### src/rtl/mean_block_streamer_pkg.sv
// mean_streamer_pkg: shared state encoding, default sizes and pointer-width helper for mean_block_streamer
package mean_streamer_pkg;
  typedef enum logic [1:0] {FILL, START, STREAM, WAIT_MEAN} state_t;
  localparam int DEF_DATA_WIDTH = 8;
  localparam int DEF_TOTAL_SAMPLES = 64;
  function automatic int ptr_width(input int n);
    return (n > 1) ? $clog2(n) : 1;
  endfunction
endpackage

### src/rtl/mean_block_streamer_if.sv
// mean_block_streamer_if: upstream valid/ready sample bus plus mean-unit signals (in_data/in_valid/in_ready, data_out/start_out, mean_in/mean_ready_in, mean_out/block_done/busy, timeout_err with MEAN_STREAMER_TIMEOUT_EN); slave = streamer, master = environment
interface mean_block_streamer_if import mean_streamer_pkg::*; #(
  parameter int DATA_WIDTH = DEF_DATA_WIDTH
);
  logic [DATA_WIDTH-1:0] in_data, data_out;
  logic in_valid, in_ready, start_out, mean_ready_in, block_done, busy;
  logic [2*DATA_WIDTH-1:0] mean_in, mean_out;
`ifdef MEAN_STREAMER_TIMEOUT_EN
  logic timeout_err;
`endif
  modport slave (
    input in_data, in_valid, mean_in, mean_ready_in,
    output in_ready, data_out, start_out, mean_out, block_done, busy
`ifdef MEAN_STREAMER_TIMEOUT_EN
    , output timeout_err
`endif
  );
  modport master (
    output in_data, in_valid, mean_in, mean_ready_in,
    input in_ready, data_out, start_out, mean_out, block_done, busy
`ifdef MEAN_STREAMER_TIMEOUT_EN
    , input timeout_err
`endif
  );
endinterface

### src/rtl/mean_block_streamer_sample_block_buffer.sv
// sample_block_buffer: DEPTH x DATA_WIDTH array, one write port and a registered read port that outputs 0 when re is low (ports clk, rst, we, wr_addr, wr_data, re, rd_addr, rd_data)
module sample_block_buffer import mean_streamer_pkg::*; #(
  parameter int DATA_WIDTH = DEF_DATA_WIDTH,
  parameter int DEPTH = DEF_TOTAL_SAMPLES
) (
  input  logic                          clk,
  input  logic                          rst,
  input  logic                          we,
  input  logic [ptr_width(DEPTH)-1:0]   wr_addr,
  input  logic [DATA_WIDTH-1:0]         wr_data,
  input  logic                          re,
  input  logic [ptr_width(DEPTH)-1:0]   rd_addr,
  output logic [DATA_WIDTH-1:0]         rd_data
);
  logic [DATA_WIDTH-1:0] mem [DEPTH];
  always_ff @(posedge clk)
    if (we) mem[wr_addr] <= wr_data;
  always_ff @(posedge clk or posedge rst)
    if (rst) rd_data <= '0;
    else rd_data <= re ? mem[rd_addr] : '0;
endmodule

### src/rtl/mean_block_streamer.sv
// mean_block_streamer: buffers a TOTAL_SAMPLES block, pulses start_out, streams the block, then latches the returned mean (ports clk, rst, bus slave; MEAN_STREAMER_TIMEOUT_EN adds a WAIT_MEAN watchdog and sticky timeout_err)
module mean_block_streamer import mean_streamer_pkg::*; #(
  parameter int DATA_WIDTH = DEF_DATA_WIDTH,
  parameter int TOTAL_SAMPLES = DEF_TOTAL_SAMPLES
`ifdef MEAN_STREAMER_TIMEOUT_EN
  , parameter int TIMEOUT_CYCLES = 16
`endif
) (
  input logic clk,
  input logic rst,
  mean_block_streamer_if.slave bus
);
  localparam int PW = ptr_width(TOTAL_SAMPLES);
  state_t state;
  logic [PW-1:0] wr_ptr, rd_ptr;
  logic we, re, last_wr, mean_hit, wait_done;
  assign bus.in_ready = state == FILL;
  assign bus.busy = state != FILL;
  assign we = bus.in_valid && bus.in_ready;
  assign last_wr = we && &wr_ptr;
  assign re = state == START || (state == STREAM && rd_ptr != '0);
  assign mean_hit = state == WAIT_MEAN && bus.mean_ready_in;
`ifdef MEAN_STREAMER_TIMEOUT_EN
  localparam int TW = $clog2(TIMEOUT_CYCLES + 1);
  logic [TW-1:0] tmo_cnt;
  logic tmo_fire;
  assign tmo_fire = state == WAIT_MEAN && !bus.mean_ready_in && tmo_cnt == TW'(TIMEOUT_CYCLES - 1);
  assign wait_done = mean_hit || tmo_fire;
`else
  assign wait_done = mean_hit;
`endif
  sample_block_buffer #(.DATA_WIDTH(DATA_WIDTH), .DEPTH(TOTAL_SAMPLES)) u_buf (
    .clk(clk),
    .rst(rst),
    .we(we),
    .wr_addr(wr_ptr),
    .wr_data(bus.in_data),
    .re(re),
    .rd_addr(rd_ptr),
    .rd_data(bus.data_out)
  );
  always_ff @(posedge clk or posedge rst)
    if (rst) begin
      state <= FILL;
      wr_ptr <= '0;
      rd_ptr <= '0;
      bus.start_out <= 1'b0;
      bus.mean_out <= '0;
      bus.block_done <= 1'b0;
`ifdef MEAN_STREAMER_TIMEOUT_EN
      tmo_cnt <= '0;
      bus.timeout_err <= 1'b0;
`endif
    end else begin
      bus.start_out <= last_wr;
      bus.block_done <= mean_hit;
      if (we) wr_ptr <= wr_ptr + 1'b1;
      if (re) rd_ptr <= rd_ptr + 1'b1;
      if (mean_hit) bus.mean_out <= bus.mean_in;
`ifdef MEAN_STREAMER_TIMEOUT_EN
      tmo_cnt <= state == WAIT_MEAN ? tmo_cnt + 1'b1 : '0;
      if (tmo_fire) bus.timeout_err <= 1'b1;
`endif
      state <= state == FILL   ? (last_wr ? START : FILL) :
               state == START  ? STREAM :
               state == STREAM ? (rd_ptr == '0 ? WAIT_MEAN : STREAM) :
                                 (wait_done ? FILL : WAIT_MEAN);
    end
endmodule

### src/flat_wrapper.sv
// flat-port wrapper written by rule: the top's interface ports become plain ports
module mean_block_streamer_flat import mean_streamer_pkg::*;
#(
  parameter int DATA_WIDTH = DEF_DATA_WIDTH,
  parameter int TOTAL_SAMPLES = DEF_TOTAL_SAMPLES

)
  (clk, rst, bus_in_data, bus_in_valid, bus_mean_in, bus_mean_ready_in, bus_in_ready, bus_data_out, bus_start_out, bus_mean_out, bus_block_done, bus_busy);
  mean_block_streamer_if #(.DATA_WIDTH(DATA_WIDTH)) bus_i ();
  input logic clk;
  input logic rst;
  input wire logic [$bits(bus_i.in_data)-1:0] bus_in_data;
  input wire logic [$bits(bus_i.in_valid)-1:0] bus_in_valid;
  input wire logic [$bits(bus_i.mean_in)-1:0] bus_mean_in;
  input wire logic [$bits(bus_i.mean_ready_in)-1:0] bus_mean_ready_in;
  output wire logic [$bits(bus_i.in_ready)-1:0] bus_in_ready;
  output wire logic [$bits(bus_i.data_out)-1:0] bus_data_out;
  output wire logic [$bits(bus_i.start_out)-1:0] bus_start_out;
  output wire logic [$bits(bus_i.mean_out)-1:0] bus_mean_out;
  output wire logic [$bits(bus_i.block_done)-1:0] bus_block_done;
  output wire logic [$bits(bus_i.busy)-1:0] bus_busy;
  assign bus_i.in_data = bus_in_data;
  assign bus_i.in_valid = bus_in_valid;
  assign bus_i.mean_in = bus_mean_in;
  assign bus_i.mean_ready_in = bus_mean_ready_in;
  assign bus_in_ready = bus_i.in_ready;
  assign bus_data_out = bus_i.data_out;
  assign bus_start_out = bus_i.start_out;
  assign bus_mean_out = bus_i.mean_out;
  assign bus_block_done = bus_i.block_done;
  assign bus_busy = bus_i.busy;
  mean_block_streamer #(.DATA_WIDTH(DATA_WIDTH), .TOTAL_SAMPLES(TOTAL_SAMPLES)) u_core (.clk(clk), .rst(rst), .bus(bus_i));
endmodule
### config.mk
export PLATFORM = sky130hd
export DESIGN_NAME = mean_block_streamer_flat
export DESIGN_NICKNAME = d
export VERILOG_FILES = /design/src/rtl/mean_block_streamer_pkg.sv /design/src/rtl/mean_block_streamer_if.sv /design/src/rtl/mean_block_streamer_sample_block_buffer.sv /design/src/rtl/mean_block_streamer.sv /design/src/flat_wrapper.sv
export SDC_FILE = /design/constraint.sdc
export NUM_CORES = 1
export LEC_CHECK = 0
export ABC_AREA = 1
export BUFFER_PORTS_ARGS = -buffer_cell sky130_fd_sc_hd__buf_2
export CAP_MARGIN = 25
export CORE_AREA = 10 10 322 262
export CTS_BUF_LIST = sky130_fd_sc_hd__clkbuf_8
export CTS_CLUSTER_DIAMETER = 120
export DETAILED_ROUTE_END_ITERATION = 12
export DIE_AREA = 0 0 332 272
export MAX_ROUTING_LAYER = met4
export PLACE_DENSITY = 0.46
export SKIP_LAST_GASP = 1
export SYNTH_ARGS = -nofsm -noshare
export SYNTH_HDL_FRONTEND = slang
export SYNTH_SLANG_ARGS = --single-unit
### constraint.sdc
create_clock -name clk -period 2 [get_ports clk]
set_input_delay 0.4 -clock clk [delete_from_list [all_inputs] [get_ports clk]]
set_output_delay 0.4 -clock clk [all_outputs]
set_load 0.05 [all_outputs]
Yosys cells after proc, flatten, opt, wreduce, memory -nomap -nowiden
Memory sizes are Yosys's and may differ from the RTL's.
Index checks and enable logic that the tools add are counted.
{"block": "word_totals", "reg_bits": 40, "ramBits": 512, "in_bits": 28, "output_inout_bits": 28, "word_cells": 32, "n_memories": 1}
{"name": "u_core.u_buf.mem", "depth": 64, "word_bits": 8, "rd": 1, "rd_ports_with_merged_regs": 0, "write_ports": 1, "line": "mean_block_streamer_sample_block_buffer.sv:15", "text": "logic [DATA_WIDTH-1:0] mem [DEPTH];"}
{"block": "op_classes", "n_addsub": 2, "eq_ne": 3, "muxes": 9, "n_reduce_logical": 10}
{"cell": "$add A6 B1 Y6 const B", "count": 2}
{"cell": "$mux W2", "count": 4}
{"cell": "$mux W8", "count": 1}
{"cell": "$logic_not A6 Y1", "count": 1}
{"cell": "$reduce_and A6 Y1", "count": 1}
{"cell": "$reduce_bool A6 Y1", "count": 1}
{"cell": "$eq A2 B2 Y1 const B", "count": 2}
{"cell": "$logic_and A1 B1 Y1", "count": 4}
{"cell": "$mux W1", "count": 4}
{"cell": "$eq A2 B1 Y1 const B", "count": 1}
{"cell": "$logic_not A2 Y1", "count": 1}
{"cell": "$reduce_bool A2 Y1", "count": 1}
{"cell": "$logic_or A1 B1 Y1", "count": 1}

Depth between registers and ports, before layout
Gate-level depths: netlist of run 1.
{"block": "depth", "ltp_word": 6, "mapped_depth": 13, "mapped_depth_nobuf": 11}

Hierarchy
A second synthesis of run 1 with hierarchy kept.
{"block": "hier_totals", "cells_unflattened": 1971, "hier_area_um2": 22741.8}
{"mod": "sample_block_buffer", "n_inst": 1, "cells_per_inst": 1807, "area_each_um2": 21304.2, "seq_area_each_um2": 15574.9}
{"mod": "mean_block_streamer", "n_inst": 1, "cells_per_inst": 164, "area_each_um2": 1437.6, "seq_area_each_um2": 800.8}

Least setup slack after synthesis of run 1
OpenSTA, ideal clock, no wires.
{"block": "synth_timing", "kind": "register to register", "startpoint": "register u_core.state[1]", "endpoint": "memory u_core.u_buf.mem[15][0] in the netlist's numbering, enable pin", "setup_ps": 383, "arrival_time_ps": 2423, "required_time_ps": 1617, "path_slack_ps": -807, "path_stages_with_launch": 6, "path_buffers": 0, "period_less_slack_ps": 2807, "path_cell_list": "dfrtp_1 > nor2_1 > nand2_1 > nor2_2 > nand3_1 > nor3_1"}
{"block": "synth_between", "elab_chain_cells": 4}
{"item": "from (decl)", "line": "mean_block_streamer.sv:14", "text": "state_t state;"}
{"item": "from (signal assigned)", "line": "mean_block_streamer.sv:64", "text": "state <= state == FILL ? (last_wr ? START : FILL) :"}
{"item": "$logic_not A2 Y1", "line": "mean_block_streamer.sv:17", "text": "assign bus.in_ready = state == FILL;"}
{"item": "via bus_in_ready", "line": "flat_wrapper.sv:16", "text": "output wire logic [$bits(bus_i.in_ready)-1:0] bus_in_ready;"}
{"item": "$logic_and A1 B1 Y1", "line": "mean_block_streamer.sv:19", "text": "assign we = bus.in_valid && bus.in_ready;"}
{"item": "$mux W1", "line": "mean_block_streamer_sample_block_buffer.sv:17", "text": "if (we) mem[wr_addr] <= wr_data;"}
{"item": "$mux W1 (implied by the code)", "line": "mean_block_streamer_sample_block_buffer.sv:17"}
{"item": "to (decl)", "line": "mean_block_streamer_sample_block_buffer.sv:15"}
The timed path passes the listed nets, and every way through them passes these cells.

Final worst setup path of run 1
{"block": "layout_timing", "startpoint": "register u_core.rd_ptr[0]", "endpoint": "register u_core.u_buf.rd_data[6]"}
{"block": "layout_between", "elab_chain_cells": 4, "word_cells_on_any_way": 5, "classes_between": "mux: 1; reduce/logical: 3; memory: 1"}
{"item": "from (decl)", "line": "mean_block_streamer.sv:15", "text": "logic [PW-1:0] wr_ptr, rd_ptr;"}
{"item": "from (signal assigned)", "line": "mean_block_streamer.sv:58", "text": "if (re) rd_ptr <= rd_ptr + 1'b1;"}
{"item": "parallel branches: the longest is 3 deep, another holds $mem_v2 Z64 W8"}
{"item": "$mux W8 (*)", "line": "mean_block_streamer_sample_block_buffer.sv:20", "text": "else rd_data <= re ? mem[rd_addr] : '0;"}
{"item": "to (signal assigned)", "line": "mean_block_streamer_sample_block_buffer.sv:20"}
{"item": "to (decl)", "line": "mean_block_streamer_sample_block_buffer.sv:13", "text": "output logic [DATA_WIDTH-1:0] rd_data"}
Every way passes the cells marked *.
A chain may end at the register's enable or synchronous reset.

==> results of run 1 <==
==> area by class of cell <==
| class | count | share of cell area, % |
|---|---|---|
| well taps | 1034 | 4.49 |
| repair buffers | 281 | 10.1 |
| multi-input cells | 1291 | 20.4 |
| flip-flops and latches | 552 | 56.8 |
| repair inverters | 1 | 0.0304 |
| clock inverters | 66 | 1.13 |
| diodes | 2 | 0.0174 |
| clock buffers | 95 | 4.54 |
| inverters | 183 | 2.45 |
==> report_power, final <==
part	switching, uW	internal [uW]	leakage [uW]
combinational	10900	5970	0.00551
sequential	435	13100	0.00510
clock	4500	4630	0.000969
total	15800	23700	0.0116
==> per-layer routing <==
layer  routed length, um  global-route usage, %  part of all wire, %  vias to the layer above
li1                    -                      -                    -                     7624
met1               34200                   21.8                   49                     7835
met2               29800                   21.6                   43                      469
met3                4420                   3.02                  6.3                       92
met4                1240                   3.89                  1.8                        0
met5                   0                      -                    0                        -
==> worst max-delay path, delay by kind of cell, from the launching register on <==
kind	cells	cell delay, ns
and+or+nand+nor	8	0.77
DFF	1	0.54
buffers and inverters	3	0.51
AOI/OAI and AO/OA	1	0.06
==> synth_stat cells <==
master / count / area (um2)
nand3_1: 199 / 996
o22ai_1: 4 / 25.0
xor2_1: 9 / 78.8
buf_8: 1 / 15.0
o21ai_0: 79 / 395
inv_4: 1 / 6.26
nand4_1: 2 / 12.5
nor3_1: 4 / 20.0
buf_6: 16 / 180
nor2_2: 2 / 12.5
buf_4: 19 / 143
inv_1: 175 / 657
nor2_1: 225 / 845
edfxtp_1: 512 / 15400
inv_2: 4 / 15.0
nand2_1: 690 / 2590
ha_1: 3 / 37.5
buf_1: 2 / 7.51
buf_2: 53 / 265
a31o_2: 1 / 8.76
a21oi_1: 69 / 345
clkinv_1: 2 / 7.51
dfrtp_1: 40 / 1000
o21ai_1: 1 / 5.00
clkinv_2: 1 / 5.00
clkbuf_1: 13 / 48.8
nand2_2: 2 / 12.5
nor2_4: 1 / 11.3
==> logic make-up after synthesis <==
logic type / synth area share (%)
compound gates: 3.37
simple gates: 19.5
fa+ha+maj: 0.162
buf+inv: 5.84
xor+xnor: 0.341
flops: 70.8
==> through the flow <==
step	power [uW]	TNS (ns)	instances	utilization (%)
CTS	38200	-0.119	3482	36.1
detailed placement	27800	-3.52	3295	33.2
global placement	27900	-2.81	3295	33.2
finish	39500	-0.0335	3505	36.9
global route	41700	-0.565	3505	36.9
floorplan	22200	-49.42	2130	-
==> state kept, by name, indices dropped and copies added (netlist names) <==
signal	cells
u_core.bus.mean_out	16
u_core.state	2
u_core.bus.start_out	1
u_core.u_buf.mem	512
u_core.wr_ptr	6
u_core.rd_ptr	6
u_core.u_buf.rd_data	8
u_core.bus.block_done	1
==> worst paths after layout <==
path | from | to | slack (ns) | cells after the start
setup / recovery | u_core.rd_ptr[0]$_DFFE_PP0N_ | u_core.u_buf.rd_data[6]$_DFF_PP0_ | -0.03 | 12
hold / removal | bus_in_data[6] | u_core.u_buf.mem[27][6]$_DFFE_PP_ | 0.13 | 1
setup reg to reg | u_core.rd_ptr[0]$_DFFE_PP0N_ | u_core.u_buf.rd_data[6]$_DFF_PP0_ | -0.03 | 12
hold reg to reg | u_core.bus.mean_out[13]$_DFFE_PP0N_ | u_core.bus.mean_out[13]$_DFFE_PP0N_ | 0.47 | 2
max in group asynchronous | rst | u_core.bus.mean_out[15]$_DFFE_PP0N_ | 1.01 | 4
min in group asynchronous | rst | u_core.bus.mean_out[3]$_DFFE_PP0N_ | 0.34 | 3
==> what timing repair did <==
item	CTS	global route
resized for setup	53	113
endpoints found under the hold margin	33	0
hold buffers	17	0
setup buffers	5	13
pin swaps	4	40
gates cloned	4	8
setup endpoints to repair	70	48
==> run_results.csv, run 1 <==
group,metric,value,unit
status,status,"finished, violations left",
status,violations,"setup timing",
floorplan,fp.dieW,332,um
worst_setup_path,start_kind,"register",
route,first_iter_violations,1168,
job,max_cap_viol_count,0,
synthesis,syn_nets,2161,
floorplan,rows,92,
cts,clkSlewWorstSetupHoldPaths,0.07,ns
placement,port_buffers,55,
worst_setup_path,required,2.56,ns
floorplan,die-area,90300,um2
sta,slew_headroom,57.4,%
route,drt-total-wl,69.6,mm
placement,finalWeightedCongestion,0.838,
sta,min_period,2.03,ns
worst_setup_path,max_stage_delay,0.54,ns
synthesis,yosys_warnings,0,
layout,fillers,7746,
synthesis,ys_ff_latch,552,
worst_setup_path,arrival,2.60,ns
floorplan,core,78000,um2
route,postRouteAntennaNets,0,
layout,design_area,28800,um2
cts,clk_latency,0.68,ns
grt,gr-total-overflow,0,
cts,clockRootBuffer,"clkbuf_8",
route,viasPerCell,4.57,
layout,drive_gt1_share,20.6,%
sta,tightest_slew,0.638,ns
layout,layout_common_cells,"nand2_1 (660), edfxtp_1 (512), inv_1 (208)",
power,power_density,1370,nW/um2
worst_setup_path,cp-end-kind,"register",
worst_setup_path,worstSetupPathType,"reg -> reg",
layout,synthToLayoutAreaGrowth,24.7,%
layout,nets,2429,
floorplan,ioPinCount,56,
sta,setup_viol,1,
worst_setup_path,path_max_fanout,9,
sta,final_max_slew_viol_count,0,
worst_setup_path,crit_path_frequent_cell,"nand2_1",
placement,dpl_worst_slack,-0.306,ns
placement,hpwlAfterDp,42.3,mm
layout,multi_input_area,5890,um2
sta,rsz0062_at_grt,"yes",
cts,cts_max_level,3,
route,drc_errors,0,
power,vdd_ir_drop_max,0.823,mV
route,first_pass_iters,5,
grt,grt_pass1_wl,102,mm
floorplan,dieHeight,272,um
worst_setup_path,crit_slowest_cell,"dfrtp_4",
synthesis,syn_avg_cell_area,10.9,um2
route,wire_per_inst,19.9,um
sta,hold_viol,0,
cts,clk_path_buf_depth,3,
synthesis,ys_seq_area_share,70.8,%
cts,cts_sinks,552,
layout,ff_latch_area,16400,um2
synthesis,syn_inst,2130,
synthesis,synth.distinct_cells,28,
grt,grt_pass1_vias,15784,
cts,cts_tree,"done",
sta,clock.fmax,0.492,GHz
sta,fin_crit_sh,102,%
placement,place_area,25900,um2
layout,final_common_cell,"nand2_1",
worst_setup_path,cp_cell_sequence,"buf_12 -> buf_12 -> buf_4 -> nand2_1 -> nand3_1 -> nand2_1 -> nand2_1 -> nand2_1 -> nor2_2 -> nand2_2 -> nand3_4 -> a21oi_2",
grt,grt_max_degree,68,
floorplan,start_util,29.6,%
power,p_leak,0.0116,uW
cts,numCtsBuffers,88,
sta,skew,0.0155,ns
sta,whs,0.135,ns
grt,grt_use_total,15.2,%
worst_hold_path,hp-class,"in -> reg",
sta,fin_ws,-0.0335,ns
grt,antenna_found_initial,2,
route,vias,16020,
synthesis,synth_area,23100,um2
No activity file was read; power rests on OpenSTA's default activity.
==> run 2: changes to the inputs <==
--- a/config.mk
+++ b/config.mk
@@ -15,6 +15,7 @@
 export DIE_AREA = 0 0 332 272
 export MAX_ROUTING_LAYER = met4
 export PLACE_DENSITY = 0.46
+export RECOVER_POWER = 100
 export SKIP_LAST_GASP = 1
 export SYNTH_ARGS = -nofsm -noshare
 export SYNTH_HDL_FRONTEND = slang
==> run 2 against run 1 <==
Effect of this change:
- setup slack better by 0.0016 ns
- clock skew down 0.0019 ns
- register-to-register slack about the same
- critical path depth unchanged
- first-iteration DRC count up 2.1%
- power down 0.28%
- the run ends with capacitance limit, slew limit, setup timing left
- clock power about the same
- maximum frequency about the same
- core utilization down 0.59 points
==> run_results.csv, run 2 (synthesis gave the netlist of run 1 again) <==
group,metric,value,unit
route,wl_met1,34.5,mm
cts,cts_sinks,552,
job,max_cap_viol_count,6,
layout,nets,2429,
floorplan,die-area,90300,um2
power,design_power_total,39400,uW
route,first_iter_violations,1193,
layout,drive_gt1_share,19.3,%
layout,design_area,28400,um2
route,drt-total-wl,69.6,mm
power,power_density,1390,nW/um2
cts,cts_tree,"done",
power,p_leak,0.0114,uW
placement,port_buffers,55,
layout,largest_reg_flops,512,
worst_setup_path,cp-end-kind,"register",
worst_setup_path,arrival,2.60,ns
layout,ff_latch_area,16400,um2
status,violations,"capacitance limit, slew limit, setup timing",
worst_setup_path,cp.depth,12,
worst_setup_path,start_kind,"register",
worst_setup_path,crit_path_frequent_cell,"nand2_1",
worst_setup_path,crit_family,"simple AND/OR/NAND/NOR gates",
sta,rsz0062_at_grt,"yes",
route,vias,15994,
worst_hold_path,hp-class,"in -> reg",
layout,fillers,7830,
layout,reg.largest.list,"u_core.u_buf.mem x512, u_core.bus.mean_out x16, u_core.u_buf.rd_data x8",
sta,fin_crit_sh,102,%
cts,clkSlewWorstSetupHoldPaths,0.07,ns
route,drc_errors,0,
cts,clk_path_buf_depth,3,
route,postRouteAntennaNets,0,
route,met3_length,4.07,mm
sta,clock.fmax,0.492,GHz
layout,layout_common_cells,"nand2_1 (662), edfxtp_1 (512), inv_1 (209)",
cts,clk_latency,0.68,ns
grt,grt_pass1_vias,15784,
worst_setup_path,path_buf_inv,3,
floorplan,rows,92,
worst_setup_path,cp_cell_sequence,"buf_12 -> buf_12 -> buf_4 -> nand2_1 -> nand3_1 -> nand2_1 -> nand2_1 -> nand2_1 -> nor2_2 -> nand2_2 -> nand3_4 -> a21oi_2",
sta,final_max_slew_viol_count,350,
placement,place_area,25900,um2
layout,regMostFlops,"u_core.u_buf.mem",
cts,cts_max_level,3,
worst_setup_path,required,2.57,ns
sta,setup_viol,1,
status,status,"finished, violations left",
floorplan,fp.dieW,332,um
sta,tightest_slew,1.84,ns
floorplan,core,78000,um2
cts,clockRootBuffer,"clkbuf_8",
layout,fin_cells,3505,
route,top_layer,"met4",
grt,gr-total-overflow,0,
route,wire_per_inst,19.9,um
placement,finalWeightedCongestion,0.838,
power,vdd_ir_drop_max,0.811,mV
sta,skew,0.0136,ns
floorplan,start_util,29.6,%
worst_setup_path,r2r_cells,12,
sta,hold_viol,0,
floorplan,dieHeight,272,um
cts,numCtsBuffers,88,
worst_setup_path,crit_slowest_cell,"dfrtp_4",
worst_setup_path,max_stage_delay,0.54,ns
layout,final_core_util,36.3,%
route,wl_met2,29.8,mm
grt,grt_pass1_wl,102,mm
sta,min_period,2.03,ns
grt,grt_use_total,15.2,%
route,viasPerCell,4.56,
placement,dpl_worst_slack,-0.306,ns
route,first_pass_iters,5,
floorplan,ioPinCount,56,
worst_setup_path,worstSetupPathType,"reg -> reg",
worst_setup_path,path_max_fanout,9,
layout,final_common_cell,"nand2_1",
placement,hpwlAfterDp,42.3,mm
grt,grt_max_degree,68,
sta,fin_ws,-0.0320,ns
placement,dp_cells,3295,
layout,synthToLayoutAreaGrowth,22.7,%
grt,antenna_found_initial,3,
worst_hold_path,hold_depth,1,
layout,multi_input_area,5860,um2
sta,slew_headroom,-22.5,%
## run 2: per-layer routing
metal,vias to the layer above,GRT usage (%)
met3,88,3.02
met2,413,21.6
met1,7864,21.8
met5,-,-
li1,7629,-
met4,0,3.89
## run 2: worst paths after layout
path                                                          start                                   to  slack [ns]
worst min register to register  u_core.bus.mean_out[13]$_DFFE_PP0N_  u_core.bus.mean_out[13]$_DFFE_PP0N_        0.48
worst max register to register         u_core.rd_ptr[0]$_DFFE_PP0N_    u_core.u_buf.rd_data[6]$_DFF_PP0_       -0.03
worst max-delay path                   u_core.rd_ptr[0]$_DFFE_PP0N_    u_core.u_buf.rd_data[6]$_DFF_PP0_       -0.03
worst min-delay path                                 bus_in_data[6]    u_core.u_buf.mem[27][6]$_DFFE_PP_        0.24
min in group asynchronous                                       rst   u_core.bus.mean_out[3]$_DFFE_PP0N_        0.55
max in group asynchronous                                       rst         u_core.rd_ptr[0]$_DFFE_PP0N_        0.44
## run 2: area by class of cell
| type | count | share of cell area, % |
|---|---|---|
| sequential | 552 | 57.8 |
| inverter | 183 | 2.49 |
| clock inverter | 66 | 1.15 |
| timing repair inverter | 1 | 0.0309 |
| antenna | 2 | 0.0176 |
| timing repair buffer | 281 | 8.70 |
| tap | 1034 | 4.56 |
| clock buffer | 95 | 4.61 |
| multi-input combinational | 1291 | 20.7 |
## run 2: timing repair
item                                    in CTS  in global routing
resized for setup                           53                113
hold buffers                                17                  0
cloned                                       4                  8
hold endpoints to repair                    33                  0
endpoints found under the setup margin      70                 48
buffers inserted                             5                 13
pin swaps                                    4                 40
## run 2: worst register-to-register path, stage by stage (launching register included)
cell and delay [ns]:
dfrtp_4 0.54, buf_12 0.22, buf_12 0.17, buf_4 0.14, nand2_1 0.07, nand3_1 0.07
nand2_1 0.06, nand2_1 0.07, nand2_1 0.06, nor2_2 0.20, nand2_2 0.13, nand3_4 0.12
a21oi_2 0.07
## run 2: through the flow
| step | setup TNS [ns] | hold slack (ns) |
|---|---|---|
| finish | -0.0320 | 0.237 |
| global route | -2.11 | 0.243 |
| global placement | -2.81 | 0.459 |
| floorplan | -49.42 | 0.499 |
| CTS | -0.119 | 0.0760 |
| detailed placement | -3.52 | 0.460 |
## run 2: power breakdown
group	total [uW]	internal, uW	switching [uW]
Clock	9140	4630	4510
Combinational	16700	5850	10800
Sequential	13600	13100	436
